===== src/rtl/fm_pkg.sv =====
// Shared types and constants for the flash read sequencer.
// FM_FAST_READ_EN selects FAST READ (0x0B plus one dummy byte).
package fm_pkg;

    typedef logic [2:0] fm_state_t;

    localparam fm_state_t ST_IDLE  = 3'd0;
    localparam fm_state_t ST_SETUP = 3'd1;
    localparam fm_state_t ST_LOAD  = 3'd2;
    localparam fm_state_t ST_SHIFT = 3'd3;
    localparam fm_state_t ST_DESEL = 3'd4;

    localparam logic [7:0] FM_CMD_READ      = 8'h03;
    localparam logic [7:0] FM_CMD_FAST_READ = 8'h0B;
    localparam logic [7:0] FM_DUMMY         = 8'hFF;

    localparam int FM_HDR_LEN_READ = 4;
    localparam int FM_HDR_LEN_FAST = 5;

`ifdef FM_FAST_READ_EN
    localparam logic [7:0] FM_CMD     = FM_CMD_FAST_READ;
    localparam int         FM_HDR_LEN = FM_HDR_LEN_FAST;
`else
    localparam logic [7:0] FM_CMD     = FM_CMD_READ;
    localparam int         FM_HDR_LEN = FM_HDR_LEN_READ;
`endif

endpackage


===== src/rtl/fm_read_seq_if.sv =====
// Request/stream/SPI-engine bundle of the flash read sequencer.
// slave is the sequencer's view, master the surrounding logic's view.
interface fm_read_seq_if #(
    parameter int pAddrW = 24,
    parameter int pLenW  = 16
);
    logic              iReq;
    logic [pAddrW-1:0] iAddr;
    logic [pLenW-1:0]  iLen;
    logic              iAbort;
    logic              oBusy;
    logic              oDone;
    logic [7:0]        oRd;
    logic              oRdVd;
    logic              oSpiCs;
    logic              oSpiCke;
    logic [7:0]        oSpiWd;
    logic              iSpiWdVd;
    logic              iSpiRdVd;
    logic [7:0]        iSpiRd;

    modport slave (
        input  iReq, iAddr, iLen, iAbort,
        input  iSpiWdVd, iSpiRdVd, iSpiRd,
        output oBusy, oDone, oRd, oRdVd,
        output oSpiCs, oSpiCke, oSpiWd
    );

    modport master (
        output iReq, iAddr, iLen, iAbort,
        output iSpiWdVd, iSpiRdVd, iSpiRd,
        input  oBusy, oDone, oRd, oRdVd,
        input  oSpiCs, oSpiCke, oSpiWd
    );
endinterface


===== src/rtl/fm_gap_timer.sv =====
// Loadable down-counter timing the CS setup and deselect gaps.
// zero is high once the loaded count has run out.
module fm_gap_timer #(
    parameter int pW = 4
) (
    input  logic          clk,
    input  logic          rst_n,
    input  logic          load,
    input  logic [pW-1:0] value,
    output logic          zero
);
    logic [pW-1:0] cnt;

    always_ff @(posedge clk or negedge rst_n) begin
        if (!rst_n) begin
            cnt <= '0;
        end else if (load) begin
            cnt <= value;
        end else if (cnt != '0) begin
            cnt <= cnt - 1'b1;
        end
    end

    assign zero = (cnt == '0);
endmodule


===== src/rtl/fm_read_seq.sv =====
// Flash read sequencer: READ header, dummy clocking, data streaming.
// FM_FAST_READ_EN (in fm_pkg) switches to the FAST READ header.
module fm_read_seq
    import fm_pkg::*;
#(
    parameter int pAddrW   = 24,
    parameter int pLenW    = 16,
    parameter int pCsSetup = 2,
    parameter int pCsDesel = 10
) (
    input logic          iSysClk,
    input logic          iSysRst,
    fm_read_seq_if.slave bus
);
    localparam int TMAX = (pCsSetup > pCsDesel) ? pCsSetup : pCsDesel;
    localparam int TW   = $clog2(TMAX + 1);
    localparam logic [pLenW:0] HDR      = (pLenW+1)'(FM_HDR_LEN);
    localparam logic [pLenW:0] LAST_HDR = (pLenW+1)'(FM_HDR_LEN - 1);

    fm_state_t         state;
    logic [pLenW:0]    idx;
    logic [pLenW:0]    last_idx;
    logic [pAddrW-1:0] addr;
    logic              busy, done, rd_vd, cs, cke;
    logic [7:0]        rd, wd;

    logic          active, accept, abort, sent, to_desel, data;
    logic          tmr_load, tmr_zero;
    logic [TW-1:0] tmr_val;

    function automatic logic [7:0] seq_byte(
        input logic [pLenW:0]    i,
        input logic [pAddrW-1:0] a
    );
        logic [7:0] b;
        b = FM_DUMMY;
        if (i[pLenW:2] == '0) begin
            case (i[1:0])
                2'd0:    b = FM_CMD;
                2'd1:    b = a[23:16];
                2'd2:    b = a[15:8];
                default: b = a[7:0];
            endcase
        end
        return b;
    endfunction

    assign active   = (state == ST_SETUP) || (state == ST_LOAD)
                   || (state == ST_SHIFT);
    assign accept   = (state == ST_IDLE) && bus.iReq && !done;
    assign abort    = active && bus.iAbort;
    assign sent     = (state == ST_SHIFT) && bus.iSpiWdVd;
    assign to_desel = abort || (sent && (idx == last_idx));
    // A byte completing alongside an abort is still delivered
    assign data     = (state == ST_SHIFT) && bus.iSpiRdVd && (idx >= HDR);
    assign tmr_load = accept || to_desel;
    assign tmr_val  = accept ? TW'(pCsSetup - 1) : TW'(pCsDesel - 1);

    fm_gap_timer #(.pW(TW)) u_gap (
        .clk   (iSysClk),
        .rst_n (iSysRst),
        .load  (tmr_load),
        .value (tmr_val),
        .zero  (tmr_zero)
    );

    always_ff @(posedge iSysClk or negedge iSysRst) begin
        if (!iSysRst) begin
            state    <= ST_IDLE;
            idx      <= '0;
            last_idx <= '0;
            addr     <= '0;
            busy     <= 1'b0;
            done     <= 1'b0;
            rd       <= 8'h00;
            rd_vd    <= 1'b0;
            cs       <= 1'b1;
            cke      <= 1'b0;
            wd       <= FM_DUMMY;
        end else begin
            done  <= 1'b0;
            rd_vd <= 1'b0;
            if (data) begin
                rd    <= bus.iSpiRd;
                rd_vd <= 1'b1;
            end
            unique case (1'b1)
                state == ST_IDLE: begin
                    if (accept) begin
                        addr     <= bus.iAddr;
                        last_idx <= {1'b0, bus.iLen} + LAST_HDR;
                        idx      <= '0;
                        busy     <= 1'b1;
                        cs       <= 1'b0;
                        state    <= ST_SETUP;
                    end
                end
                state == ST_SETUP, state == ST_LOAD, state == ST_SHIFT: begin
                    if (to_desel) begin
                        cs    <= 1'b1;
                        cke   <= 1'b0;
                        wd    <= FM_DUMMY;
                        state <= ST_DESEL;
                    end else if (state == ST_SETUP) begin
                        if (tmr_zero) begin
                            wd    <= seq_byte(idx, addr);
                            state <= ST_LOAD;
                        end
                    end else if (state == ST_LOAD) begin
                        cke   <= 1'b1;
                        state <= ST_SHIFT;
                    end else if (sent) begin
                        idx   <= idx + 1'b1;
                        wd    <= seq_byte(idx + 1'b1, addr);
                        cke   <= 1'b0;
                        state <= ST_LOAD;
                    end
                end
                state == ST_DESEL: begin
                    if (tmr_zero) begin
                        busy  <= 1'b0;
                        done  <= 1'b1;
                        state <= ST_IDLE;
                    end
                end
                default: state <= ST_IDLE;
            endcase
        end
    end

    assign bus.oBusy   = busy;
    assign bus.oDone   = done;
    assign bus.oRd     = rd;
    assign bus.oRdVd   = rd_vd;
    assign bus.oSpiCs  = cs;
    assign bus.oSpiCke = cke;
    assign bus.oSpiWd  = wd;
endmodule


===== src/flat_wrapper.sv =====
// flat-port wrapper written by rule: the top's interface ports become plain ports
module fm_read_seq_flat import fm_pkg::*;
#(
    parameter int pAddrW   = 24,
    parameter int pLenW    = 16,
    parameter int pCsSetup = 2,
    parameter int pCsDesel = 10
)
  (iSysClk, iSysRst, bus_iReq, bus_iAddr, bus_iLen, bus_iAbort, bus_iSpiWdVd, bus_iSpiRdVd, bus_iSpiRd, bus_oBusy, bus_oDone, bus_oRd, bus_oRdVd, bus_oSpiCs, bus_oSpiCke, bus_oSpiWd);
  fm_read_seq_if #(.pAddrW(pAddrW), .pLenW(pLenW)) bus_i ();
  input logic iSysClk;
  input logic iSysRst;
  input wire logic [$bits(bus_i.iReq)-1:0] bus_iReq;
  input wire logic [$bits(bus_i.iAddr)-1:0] bus_iAddr;
  input wire logic [$bits(bus_i.iLen)-1:0] bus_iLen;
  input wire logic [$bits(bus_i.iAbort)-1:0] bus_iAbort;
  input wire logic [$bits(bus_i.iSpiWdVd)-1:0] bus_iSpiWdVd;
  input wire logic [$bits(bus_i.iSpiRdVd)-1:0] bus_iSpiRdVd;
  input wire logic [$bits(bus_i.iSpiRd)-1:0] bus_iSpiRd;
  output wire logic [$bits(bus_i.oBusy)-1:0] bus_oBusy;
  output wire logic [$bits(bus_i.oDone)-1:0] bus_oDone;
  output wire logic [$bits(bus_i.oRd)-1:0] bus_oRd;
  output wire logic [$bits(bus_i.oRdVd)-1:0] bus_oRdVd;
  output wire logic [$bits(bus_i.oSpiCs)-1:0] bus_oSpiCs;
  output wire logic [$bits(bus_i.oSpiCke)-1:0] bus_oSpiCke;
  output wire logic [$bits(bus_i.oSpiWd)-1:0] bus_oSpiWd;
  assign bus_i.iReq = bus_iReq;
  assign bus_i.iAddr = bus_iAddr;
  assign bus_i.iLen = bus_iLen;
  assign bus_i.iAbort = bus_iAbort;
  assign bus_i.iSpiWdVd = bus_iSpiWdVd;
  assign bus_i.iSpiRdVd = bus_iSpiRdVd;
  assign bus_i.iSpiRd = bus_iSpiRd;
  assign bus_oBusy = bus_i.oBusy;
  assign bus_oDone = bus_i.oDone;
  assign bus_oRd = bus_i.oRd;
  assign bus_oRdVd = bus_i.oRdVd;
  assign bus_oSpiCs = bus_i.oSpiCs;
  assign bus_oSpiCke = bus_i.oSpiCke;
  assign bus_oSpiWd = bus_i.oSpiWd;
  fm_read_seq #(.pAddrW(pAddrW), .pLenW(pLenW), .pCsSetup(pCsSetup), .pCsDesel(pCsDesel)) u_core (.iSysClk(iSysClk), .iSysRst(iSysRst), .bus(bus_i));
endmodule

===== config.mk =====
export PLATFORM = sky130hd
export DESIGN_NAME = fm_read_seq_flat
export DESIGN_NICKNAME = d
export VERILOG_FILES = /design/src/rtl/fm_pkg.sv /design/src/rtl/fm_read_seq_if.sv /design/src/rtl/fm_gap_timer.sv /design/src/rtl/fm_read_seq.sv /design/src/flat_wrapper.sv
export SDC_FILE = /design/constraint.sdc
export NUM_CORES = 1
export LEC_CHECK = 0
export ABC_AREA = 0
export CAP_MARGIN = 20
export CORE_MARGIN = 5
export CORE_UTILIZATION = 64
export DETAILED_ROUTE_END_ITERATION = 10
export DONT_BUFFER_PORTS = 1
export PLACE_DENSITY = 0.89
export SLEW_MARGIN = 5
export SYNTH_ARGS = -nofsm -noshare
export SYNTH_HDL_FRONTEND = slang
export SYNTH_SLANG_ARGS = --single-unit

===== constraint.sdc =====
create_clock -name iSysClk -period 2.6 [get_ports iSysClk]
set_input_delay 0 -clock iSysClk [delete_from_list [all_inputs] [get_ports iSysClk]]
set_output_delay 0 -clock iSysClk [all_outputs]
set_load 0.02 [all_outputs]

==> metrics.cfg, run 1 <==
[clocking]
cts.sinks = 86
tritoncts = yes
clk_latency_ns = 0.38
cts_made_buffers = 9
htreeDepth = 3
clock_path_buffers = 2
path_clk_slew_ns = 0.10
cts_root_buf = clkbuf_8
cts_resized = 0

[setup_path]
cp.arrival_ns = 2.75
required_ns = 2.88
start_kind = register
critPathMaxStageDelay_ns = 0.54
crit_top_cell = nand4_1
path_max_fanout = 9
endpoint_kind = register
crit_chain = nor3_1 -> nand4_1 -> nor4_1 -> nand4_1 -> o22ai_1 -> a41oi_1
criticalPathCategory = reg2reg
crit_slowest_cell = nand4_1

[logic_synthesis]
async_reset_ff_share_pct = 100.0
syn-cell-area_sq_um = 4811
synth_edf_count = 0
synth.avg_cell_area_sq_um = 8.975
yosysTopAreaCell = dfrtp_1
synthDistinctLibCells = 55
synth_top_area_share_pct = 40.05
synth_ff_type = dfrtp_1
synth_area_leaders = dfrtp_1 40%, nand2_1 9.5%, dfstp_2 4.9%
synth_seq_cells = 86
syn_inst = 536
synth_nets = 598
seq_area_frac_synth_pct = 44.97
yosysWarnings = 0

[routing]
drt_iter0_drc = 515
via_count = 4485
viasPerCell = 6.605
dr.pass1.iters = 6
routedWlPerCell_um = 21.06
routed_wl_mm = 14.30
ant_nets = 0
remaining_drc_errors = 0

[status]
run_status = completed

[grt]
first_global_vias = 4426
grt_max_degree = 87
antenna_found_initial = 2
grt_pass1_wl_mm = 22.82
grt.total_usage_pct = 30.31
grt_overflow_total = 0

[floorplan]
dieArea_sq_um = 9351
fp.dieW_um = 96.70
fp.dieH_um = 96.70
pin_count = 75
start_util_pct = 65.97
placementRows = 31
core-area_sq_um = 7292

[final_layout]
area_delta_synth_final_pct = 17.50
layout_commonest_cell = nand2_1
nets = 635
layout_common_cells = 122 x nand2_1, 77 x dfrtp_1, 55 x dlygate4sd3_1
drive_above_1_share_pct = 10.90
regArea_sq_um = 2163
utilization_pct = 77.52
num-fill-cells = 453
multi_input_area_sq_um = 2422

[power]
ir_drop_mv = 0.8686
power.density_nw_per_um2 = 1105
p_leak_uw = 0.002524
power_uw = 6246

[timing]
finalClockSkew_ns = 0.01304
rsz0062_at_grt = false
worstMarginPinSlew_ns = 0.6028
timing.fmax_mhz = 405.3
tns_ns = 0
slew_violations = 0
max_slew_margin_pct = 59.44
fin_crit_sh_pct = 94.90
finalHoldViolations = 0
fin_crit_ns = 2.467
setup_viol = 0

[run]
maxCapViolations = 0

[place]
hpwl_mm = 7.939
gp_congestion = 0.9090
io_buffers = 0

[hold_path]
worstHoldPathType = in2reg

-- critical path, delay by kind of cell (launching register included) --
family	cells	cell delay, ns
AND/OR/NAND/NOR	4	1.50
flip-flops	1	0.51
AO/OA/AOI/OAI	2	0.36
-- registers in the layout, summed over array words and instances (netlist names) --
register,count
u_core.bus.oBusy,1
u_core.bus.oSpiWd,8
u_core.u_gap.cnt,4
u_core.bus.oDone,1
u_core.state,3
u_core.bus.oSpiCs,1
u_core.last_idx,17
u_core.bus.oSpiCke,1
u_core.bus.oRdVd,1
u_core.idx,17
u_core.addr,24
u_core.bus.oRd,8
-- timing repair --
action                                  4_1_cts  5_1_grt
hold buffers                                 56        0
hold endpoints to repair                    137        0
endpoints found under the setup margin        0        0
buffers inserted                              0        0
-- stage by stage --
stage	std cells	hold slack, ns	instance area [sq um]	worst slack (ns)
after global routing	679	0.04942	5653	0.02511
after floorplan	536	-0.2956	4811	0.5929
final	679	0.03484	5653	0.1327
after CTS	677	0.01338	5648	0.2572
after detailed placement	605	-0.2927	4842	0.2646
after global placement	605	-0.2924	4842	0.3219
-- per-layer routing --
metal	vias to the layer above	wire length [um]	global-route usage, %
met4	0	800	16.74
met3	78	1446	9.281
met1	2148	5130	36.53
met2	313	6923	48.41
li1	1946	-	-
met5	-	0	0
-- power breakdown --
group / leakage (uW) / switching (uW) / internal, uW / total, uW
registers: 0.00108 / 761 / 1910 / 2670
clock network: 0.000108 / 561 / 555 / 1120
logic: 0.00134 / 1500 / 960 / 2460
-- area by class of cell --
class	instances	area share (%)
repair buffers	66	11.78
well taps	99	2.191
clock buffers	9	2.191
flip-flops and latches	86	38.27
diodes	2	0.08853
inverters	12	0.7968
clock inverters	7	1.837
multi-input cells	398	42.85
-- final timing paths --
check,start,end,slack (ns),cells after the start
worst max-delay path,u_core.idx[2]$_DFFE_PN0P_,u_core.bus.oSpiWd[7]$_DFFE_PN1P_,0.13,6
max in group asynchronous,iSysRst,u_core.bus.oSpiWd[1]$_DFFE_PN1P_,2.07,2
worst min register to register,u_core.addr[7]$_DFFE_PN0P_,u_core.addr[7]$_DFFE_PN0P_,0.52,2
worst max register to register,u_core.idx[2]$_DFFE_PN0P_,u_core.bus.oSpiWd[7]$_DFFE_PN1P_,0.13,6
min in group asynchronous,iSysRst,u_core.u_gap.cnt[1]$_DFFE_PN0P_,0.17,2
worst min-delay path,bus_iLen[8],u_core.last_idx[16]$_DFFE_PN0P_,0.03,3
-- cell usage after synthesis, drive strengths merged, types with 2 or more instances --
cell / instances
nand4: 9
a41oi: 8
inv: 12
a22oi: 13
mux2: 8
a221oi: 2
xnor2: 10
clkbuf: 26
and3: 6
and2: 3
a31oi: 2
o22ai: 8
and4: 3
a221o: 2
nand2: 123
or4: 3
nor4: 9
dfrtp: 77
a21oi: 14
nor3: 13
nor2b: 2
xor2: 27
o211ai: 4
ha: 8
o31ai: 9
nor2: 25
nand3: 18
or3: 3
dfstp: 9
o21ai: 42
mux2i: 5
a211oi: 2
buf: 14
a21o: 3
or2: 3
-- kinds of logic after synthesis --
kind of cell	after synthesis	synth area share [%]
compound gates	115	16.59
xor+xnor	37	6.736
fa+ha+maj	8	2.081
buf+inv	52	4.811
flops	86	44.97
mux	13	2.913
simple gates	225	21.90
(Power assumes the default switching activity.)
==> inputs of run 2 (changes only) <==
--- a/config.mk
+++ b/config.mk
@@ -5,7 +5,7 @@
 export SDC_FILE = /design/constraint.sdc
 export NUM_CORES = 1
 export LEC_CHECK = 0
-export ABC_AREA = 0
+export ABC_AREA = 1
 export CAP_MARGIN = 20
 export CORE_MARGIN = 5
 export CORE_UTILIZATION = 64
==> run 2 against run 1 <==
Net effect:
- the run now ends with hold timing left
- sequential share of layout area fell by 2.2 points
- register-to-register slack barely moved
- setup slack got worse by 0.0027 ns
- global-route usage rose by 0.84 points
- cell count rose by 26%
- critical path depth rose by 1
- hold slack got worse by 0.038 ns
- critical path type unchanged
==> metrics.cfg, run 2 <==
[logic_synthesis]
synthMuxAreaShare_pct = 1.194  ; -1.7 points
synth_simple_gate_area_share_pct = 33.27  ; +11 points
synth_top_area_share_pct = 38.32  ; -1.7 points
synth_nets = 749  ; +25%
synth_xor_area_share_pct = 3.309  ; -3.4 points
seq_area_frac_synth_pct = 43.02  ; -1.9 points
synth_compound_area_share_pct = 8.833  ; -7.8 points
synthTopCellsByCount = 245 x nand2_1, 77 x dfrtp_1, 74 x inv_1
synth_edf_count = 0  ; unchanged
synth_ff_type = dfrtp_1
yosysMostFrequentCell = nand2_1
synthAdderAreaFrac_pct = 1.991  ; -0.090 points
syn_inst = 687  ; +28%
yosysTopAreaCell = dfrtp_1
synth_top_family_by_area = simple AND/OR/NAND/NOR gates
synth_seq_cells = 86  ; unchanged
synthDistinctLibCells = 36  ; -35%
yosysWarnings = 0  ; unchanged
synth.avg_cell_area_sq_um = 7.320  ; -18%
syn-cell-area_sq_um = 5029  ; +4.5%
async_reset_ff_share_pct = 100.0  ; unchanged
synth_area_leaders = dfrtp_1 38%, nand2_1 18%, inv_1 5.5%

[floorplan]
dieArea_sq_um = 9730  ; +4.1%
placementRows = 32  ; +3.2%
fp.dieW_um = 98.64  ; +2.0%
start_util_pct = 65.41  ; -0.56 points
pin_count = 75  ; unchanged
fp.dieH_um = 98.64  ; +2.0%
core-area_sq_um = 7687  ; +5.4%

[final_layout]
nets = 813  ; +28%
largestRegisters = u_core.addr (24), u_core.idx (17), u_core.last_idx (17)
multi_input_area_sq_um = 2456  ; +1.4%
regMostFlops = u_core.addr
diodes = 0  ; -2
regArea_sq_um = 2163  ; unchanged
area_delta_synth_final_pct = 19.23
layout_common_cells = 245 x nand2_1, 77 x dfrtp_1, 74 x inv_1
num-fill-cells = 433  ; -4.4%
layout_commonest_cell = nand2_1
drive_above_1_share_pct = 8.598  ; -2.3 points
largest_register_ffs = 24  ; unchanged

[timing]
max_slew_margin_pct = 57.14  ; -2.3 points
slew_violations = 0  ; unchanged
finalClockSkew_ns = 0.02147  ; +0.008437 ns
fin_crit_ns = 2.470  ; +0.002700 ns
timing.fmax_mhz = 404.9  ; -0.11%
finalHoldViolations = 1  ; +1
fin_crit_sh_pct = 95.00  ; +0.10 points
whs_ns = -0.002749  ; -0.03759 ns
rsz0062_at_grt = true
worstMarginPinSlew_ns = 0.6414  ; +0.03864 ns
setup_viol = 0  ; unchanged

[routing]
dr.pass1.iters = 6  ; unchanged
routed_wl_mm = 15.29  ; +6.9%
ant_nets = 0  ; unchanged
via_count = 5210  ; +16%
viasPerCell = 6.072  ; -8.1%
routedWlPerCell_um = 17.82  ; -15%
remaining_drc_errors = 0  ; unchanged
drt_iter0_drc = 511  ; -0.78%

[grt]
grt.total_usage_pct = 31.15  ; +0.84 points
first_global_vias = 5267  ; +19%
grt_pass1_wl_mm = 24.57  ; +7.7%
grt_max_degree = 87  ; unchanged
antenna_found_initial = 0  ; -2
grt_overflow_total = 0  ; unchanged

[setup_path]
crit_path_end = u_core.last_idx[16]$_DFFE_PN0P_
critPathBufInv = 2  ; +2
crit_chain = nor2_2 -> nand2_1 -> nor3_4 -> clkbuf_8 -> nand4_1 -> o32ai_1 -> dlygate4sd3_1
reg2reg_from = u_core.state[1]$_DFFE_PN0P_
crit_slowest_cell = dlygate4sd3_1
worstSetupPathDepth = 7  ; +1
cp.arrival_ns = 2.78  ; +0.03 ns
path_max_fanout = 50  ; +41
r2r_cells = 7  ; +1
critPathMaxStageDelay_ns = 0.59  ; +0.05 ns
required_ns = 2.91  ; +0.03 ns
endpoint_kind = register
crit_start = u_core.state[1]$_DFFE_PN0P_
criticalPathCategory = reg2reg
cp_top_family = buffers and inverters
r2r-end = u_core.last_idx[16]$_DFFE_PN0P_
rrSetupSlack_ns = 0.13  ; about the same
start_kind = register

[status]
run_status = finished, violations left
violations = hold timing

[power]
p_leak_uw = 0.002918  ; +16%
power_uw = 7648  ; +22%
power.density_nw_per_um2 = 1276  ; +15%
ir_drop_mv = 0.8606  ; -0.92%

[place]
gp_congestion = 0.9706  ; +6.8%
hpwl_mm = 8.574  ; +8.0%
io_buffers = 0  ; unchanged

[clocking]
htreeDepth = 3  ; unchanged
cts_made_buffers = 9  ; unchanged
tritoncts = yes
clk_latency_ns = 0.38  ; about the same
cts_root_buf = clkbuf_8
clock_path_buffers = 2  ; unchanged
cts_setup_buffers = 0  ; unchanged
cts.sinks = 86  ; unchanged
path_clk_slew_ns = 0.11  ; about the same

[hold_path]
worstHoldPathType = in2reg
min_from = bus_iSpiWdVd

[run]
maxCapViolations = 0  ; unchanged

==> run 2: cell type report <==
cell class | count | share of cell area, %
clock buffers | 10 | 2.129
repair buffers | 70 | 12.00
multi-input cells | 498 | 40.96
clock inverters | 6 | 1.189
well taps | 102 | 2.129
flip-flops and latches | 86 | 36.08
repair inverters | 1 | 0.1252
inverters | 85 | 5.384
==> run 2: tightest hold or removal path, stage by stage <==
cell and delay [ns]:
nand2_1 0.06, nor2_2 0.06, inv_1 0.08, nand3_1 0.08, nand2_1 0.05
==> run 2: what timing repair did <==
action                     CTS  global route
setup endpoints to repair    0            22
gates resized for setup      0             7
hold buffers                67             1
hold endpoints to repair   135             1
==> run 2: routing by layer <==
layer	wire length (um)	part of all wire, %	global-route usage (%)	vias to the layer above
met3	1659	11	9.908	91
met2	7471	49	50.18	396
met4	675	4.4	17.54	0
met1	5480	36	36.90	2418
met5	0	0	0	-
li1	-	-	-	2305
==> run 2: worst min path at each step <==
stage	slack, ns	depth (start not counted)	to
final	-0.003	5	u_core.bus.oSpiCke$_DFFE_PN0P_
after global placement	-0.29	0	u_core.idx[11]$_DFFE_PN0P_
after CTS	0.004	5	u_core.bus.oSpiCke$_DFFE_PN0P_
after detailed placement	-0.29	0	u_core.idx[13]$_DFFE_PN0P_
after global routing	0.04	5	u_core.bus.oSpiCke$_DFFE_PN0P_
after floorplan	-0.30	0	u_core.addr[0]$_DFFE_PN0P_
==> run 2: cells by family after synthesis <==
group / Yosys count
buffers and inverters: 103
multiplexers: 6
AO/OA/AOI/OAI: 78
AND/OR/NAND/NOR: 387
flip-flops: 86
adder cells (fa/ha/maj): 8
XOR/XNOR: 19
==> run 2: metrics by stage <==
| step | setup TNS (ns) | setup slack, ns | instances | cell area, sq um | util (%) |
|---|---|---|---|---|---|
| global route | -0.01760 | -0.01760 | 858 | 5996 | 77.99 |
| detailed placement | 0 | 0.2926 | 773 | 5069 | 65.93 |
| CTS | 0 | 0.08874 | 856 | 5956 | 77.47 |
| finish | 0 | 0.1300 | 858 | 5996 | 77.99 |
| global placement | 0 | 0.3965 | 773 | 5069 | 65.93 |
| floorplan | 0 | 0.7157 | 687 | 5029 | - |
==> run 2: where the power goes <==
group / internal [uW] / switching [uW]
Clock: 455 / 530
Combinational: 1370 / 2570
Sequential: 1990 / 737
==> inputs of run 3 (changes only) <==
--- a/config.mk
+++ b/config.mk
@@ -7,7 +7,7 @@
 export LEC_CHECK = 0
 export ABC_AREA = 1
 export CAP_MARGIN = 20
-export CORE_MARGIN = 5
+export CORE_MARGIN = 4
 export CORE_UTILIZATION = 64
 export DETAILED_ROUTE_END_ITERATION = 10
 export DONT_BUFFER_PORTS = 1
==> run 3 against run 2 <==
Net effect:
- the run now ends clean
- clock skew rose by 0.00063 ns
- non-clock buffer count fell by 2
- setup slack got worse by 0.13 ns
- total power fell by 0.14%
- core utilization fell by 0.16 points
- register-to-register slack got worse by 0.13 ns
- clock power rose by 5%
- combinational power fell by 2%
- fmax fell by 4.8%
==> metrics.cfg, run 3 (synthesis results as in run 2) <==
[power]
p_int_uw = 3820  ; +0.23%
pwr-share-clk_pct = 13.7  ; +0.8 points
p_comb_share_pct = 50.7  ; -0.8 points
p_leak_uw = 0.002903  ; -0.53%
switchingPower_uw = 3817  ; -0.50%
power.density_nw_per_um2 = 1276  ; about the same
switching_share_pct = 49.98  ; -0.18 points
ir_drop_mv = 0.8979  ; +4.3%
pwr-share-seq_pct = 35.6  ; about the same

[setup_path]
required_ns = 2.87  ; -0.04 ns
endpoint_kind = register
cp.arrival_ns = 2.87  ; +0.09 ns
critPathMaxStageDelay_ns = 0.57  ; -0.02 ns
r2r-end = u_core.bus.oRd[4]$_DFFE_PN0P_
crit_chain = nor4_1 -> nand2_1 -> nor2_1 -> inv_1 -> nand3_4 -> clkinvlp_2 -> nand2_1 -> nand2_1 -> dlygate4sd3_1
r2r_cells = 9  ; +2
rrSetupSlack_ns = 0.005  ; -0.13 ns
start_kind = register
crit_slowest_cell = dlygate4sd3_1
criticalPathCategory = reg2reg
crit_top_cell = nand2_1
reg2reg_from = u_core.idx[9]$_DFFE_PN0P_
path_max_fanout = 10  ; -80%

[routing]
drt_iter0_drc = 433  ; -15%
viasPerCell = 5.946  ; -2.1%
remaining_drc_errors = 0  ; unchanged
routed_wl_mm = 15.05  ; -1.5%
via_count = 5090  ; -2.3%
dr.pass1.iters = 8  ; +2
ant_nets = 0  ; unchanged
routedWlPerCell_um = 17.59  ; -1.3%

[clocking]
path_clk_slew_ns = 0.11  ; about the same
clock_path_buffers = 2  ; unchanged
clk_latency_ns = 0.39  ; about the same
cts_setup_buffers = 0  ; unchanged
cts_made_buffers = 9  ; unchanged
tritoncts = yes
cts_root_buf = clkbuf_8
cts.sinks = 86  ; unchanged
htreeDepth = 3  ; unchanged

[final_layout]
area_delta_synth_final_pct = 18.98
nets = 811  ; -0.25%
layout_common_cells = 245 x nand2_1, 77 x dfrtp_1, 74 x inv_1
drive_above_1_share_pct = 8.753  ; +0.16 points
regMostFlops = u_core.addr
layout_commonest_cell = nand2_1
largest_register_ffs = 24  ; unchanged
diodes = 0  ; unchanged
largestRegisters = u_core.addr (24), u_core.idx (17), u_core.last_idx (17)
layout.cells.non_filler = 856  ; -0.23%

[grt]
grt_overflow_total = 0  ; unchanged
first_global_vias = 5108  ; -3.0%
grt.total_usage_pct = 32.20  ; +1.0 points
grt_max_degree = 87  ; unchanged
grt_pass1_wl_mm = 24.58  ; about the same
antenna_found_initial = 0  ; unchanged

[place]
gp_congestion = 0.9210  ; -5.1%
post-place-ws_ns = 0.2485  ; -0.04405 ns
dp.cells = 773  ; unchanged
io_buffers = 0  ; unchanged
hpwl_mm = 8.557  ; -0.20%

[floorplan]
fp.dieH_um = 96.64  ; -2.0%
core-area_sq_um = 7687  ; unchanged
placementRows = 32  ; unchanged
pin_count = 75  ; unchanged
start_util_pct = 65.41  ; unchanged
dieArea_sq_um = 9339  ; -4.0%
fp.dieW_um = 96.64  ; -2.0%

[timing]
max_slew_margin_pct = 56.29  ; -0.85 points
finalClockSkew_ns = 0.02210  ; +0.0006253 ns
worstMarginPinSlew_ns = 0.6542  ; +0.01274 ns
fin_crit_ns = 2.595  ; +0.1252 ns
setup_viol = 0  ; unchanged
setup_slack_ns = 0.004765  ; -0.1252 ns
slew_violations = 0  ; unchanged
finalHoldViolations = 0  ; -1
whs_ns = 0.03191  ; +0.03466 ns
fin_crit_sh_pct = 99.82  ; +4.8 points
timing.fmax_mhz = 385.3  ; -4.8%

[status]
run_status = completed

[hold_path]
worstHoldEndpoint = u_core.last_idx[15]$_DFFE_PN0P_
min_from = bus_iLen[13]
worstHoldPathType = in2reg
hold_depth = 6  ; +1

[run]
maxCapViolations = 0  ; unchanged

run 3: changes by cell type in the layout (fill, tap and decap cells not counted), sizes merged:
cell         delta
clkbuf          -2
clkinvlp        +1
dlygate4sd3     -2
clkinv          -2
inv             +2
buf             +1
run 3: critical path, delay by kind of cell (launching register included):
family                 cells  cell delay (ns)
buffers and inverters      3             0.99
DFF                        1             0.49
and+or+nand+nor            6             1.02
run 3: worst max path at each step:
stage | startpoint | end | slack, ns | depth (start not counted)
finish | u_core.idx[9]$_DFFE_PN0P_ | u_core.bus.oRd[4]$_DFFE_PN0P_ | 0.005 | 9
global route | u_core.idx[9]$_DFFE_PN0P_ | u_core.bus.oRd[1]$_DFFE_PN0P_ | -0.006 | 9
CTS | u_core.idx[9]$_DFFE_PN0P_ | u_core.bus.oRd[6]$_DFFE_PN0P_ | 0.16 | 9
detailed placement | u_core.idx[1]$_DFFE_PN0P_ | u_core.bus.oSpiWd[1]$_DFFE_PN1P_ | 0.25 | 10
global placement | u_core.idx[1]$_DFFE_PN0P_ | u_core.bus.oSpiWd[4]$_DFFE_PN1P_ | 0.48 | 10
floorplan | u_core.idx[1]$_DFFE_PN0P_ | u_core.bus.oSpiWd[0]$_DFFE_PN1P_ | 0.72 | 11
run 3: what timing repair did:
item | CTS | global route
hold endpoints to repair | 136 | 0
setup endpoints to repair | 0 | 15
hold buffers | 66 | 0
gates resized for setup | 0 | 5
run 3: power groups by stage:
stage | sequential [uW] | combinational (uW) | clock, uW
4_1_cts | 2660 | 3600 | 1020
6_report | 2720 | 3870 | 1040
3_3_place_gp | 2660 | 3210 | 0
5_1_grt | 2780 | 4270 | 1110
2_1_floorplan | 2490 | 2830 | 0
3_5_place_dp | 2670 | 3370 | 0
run 3: final cells by class:
class	count	area, sq um
Clock buffer	9	123.9
Clock inverter	7	87.58
Fill cell	450	1704
Inverter	85	322.8
Multi-Input combinational cell	498	2456
Sequential cell	86	2163
Tap cell	102	127.6
Timing Repair Buffer	68	696.9
Timing Repair inverter	1	5.005
run 3: through the flow:
step | utilization, % | instance area, sq um | setup TNS [ns] | total power, uW
2_1_floorplan | - | 5029 | 0 | 5317
3_3_place_gp | 65.93 | 5069 | 0 | 5862
3_5_place_dp | 65.93 | 5069 | 0 | 6045
4_1_cts | 77.51 | 5958 | 0 | 7291
5_1_grt | 77.83 | 5983 | -0.006401 | 8162
6_report | 77.83 | 5983 | 0 | 7637
run 3: metal layers:
layer / vias to the layer above / GRT usage (%) / wire length [um]
met4: 0 / 17.28 / 716
met5: - / 0 / 0
met3: 80 / 6.777 / 1333
met1: 2356 / 40.72 / 5750
li1: 2296 / - / -
met2: 358 / 51.86 / 7252
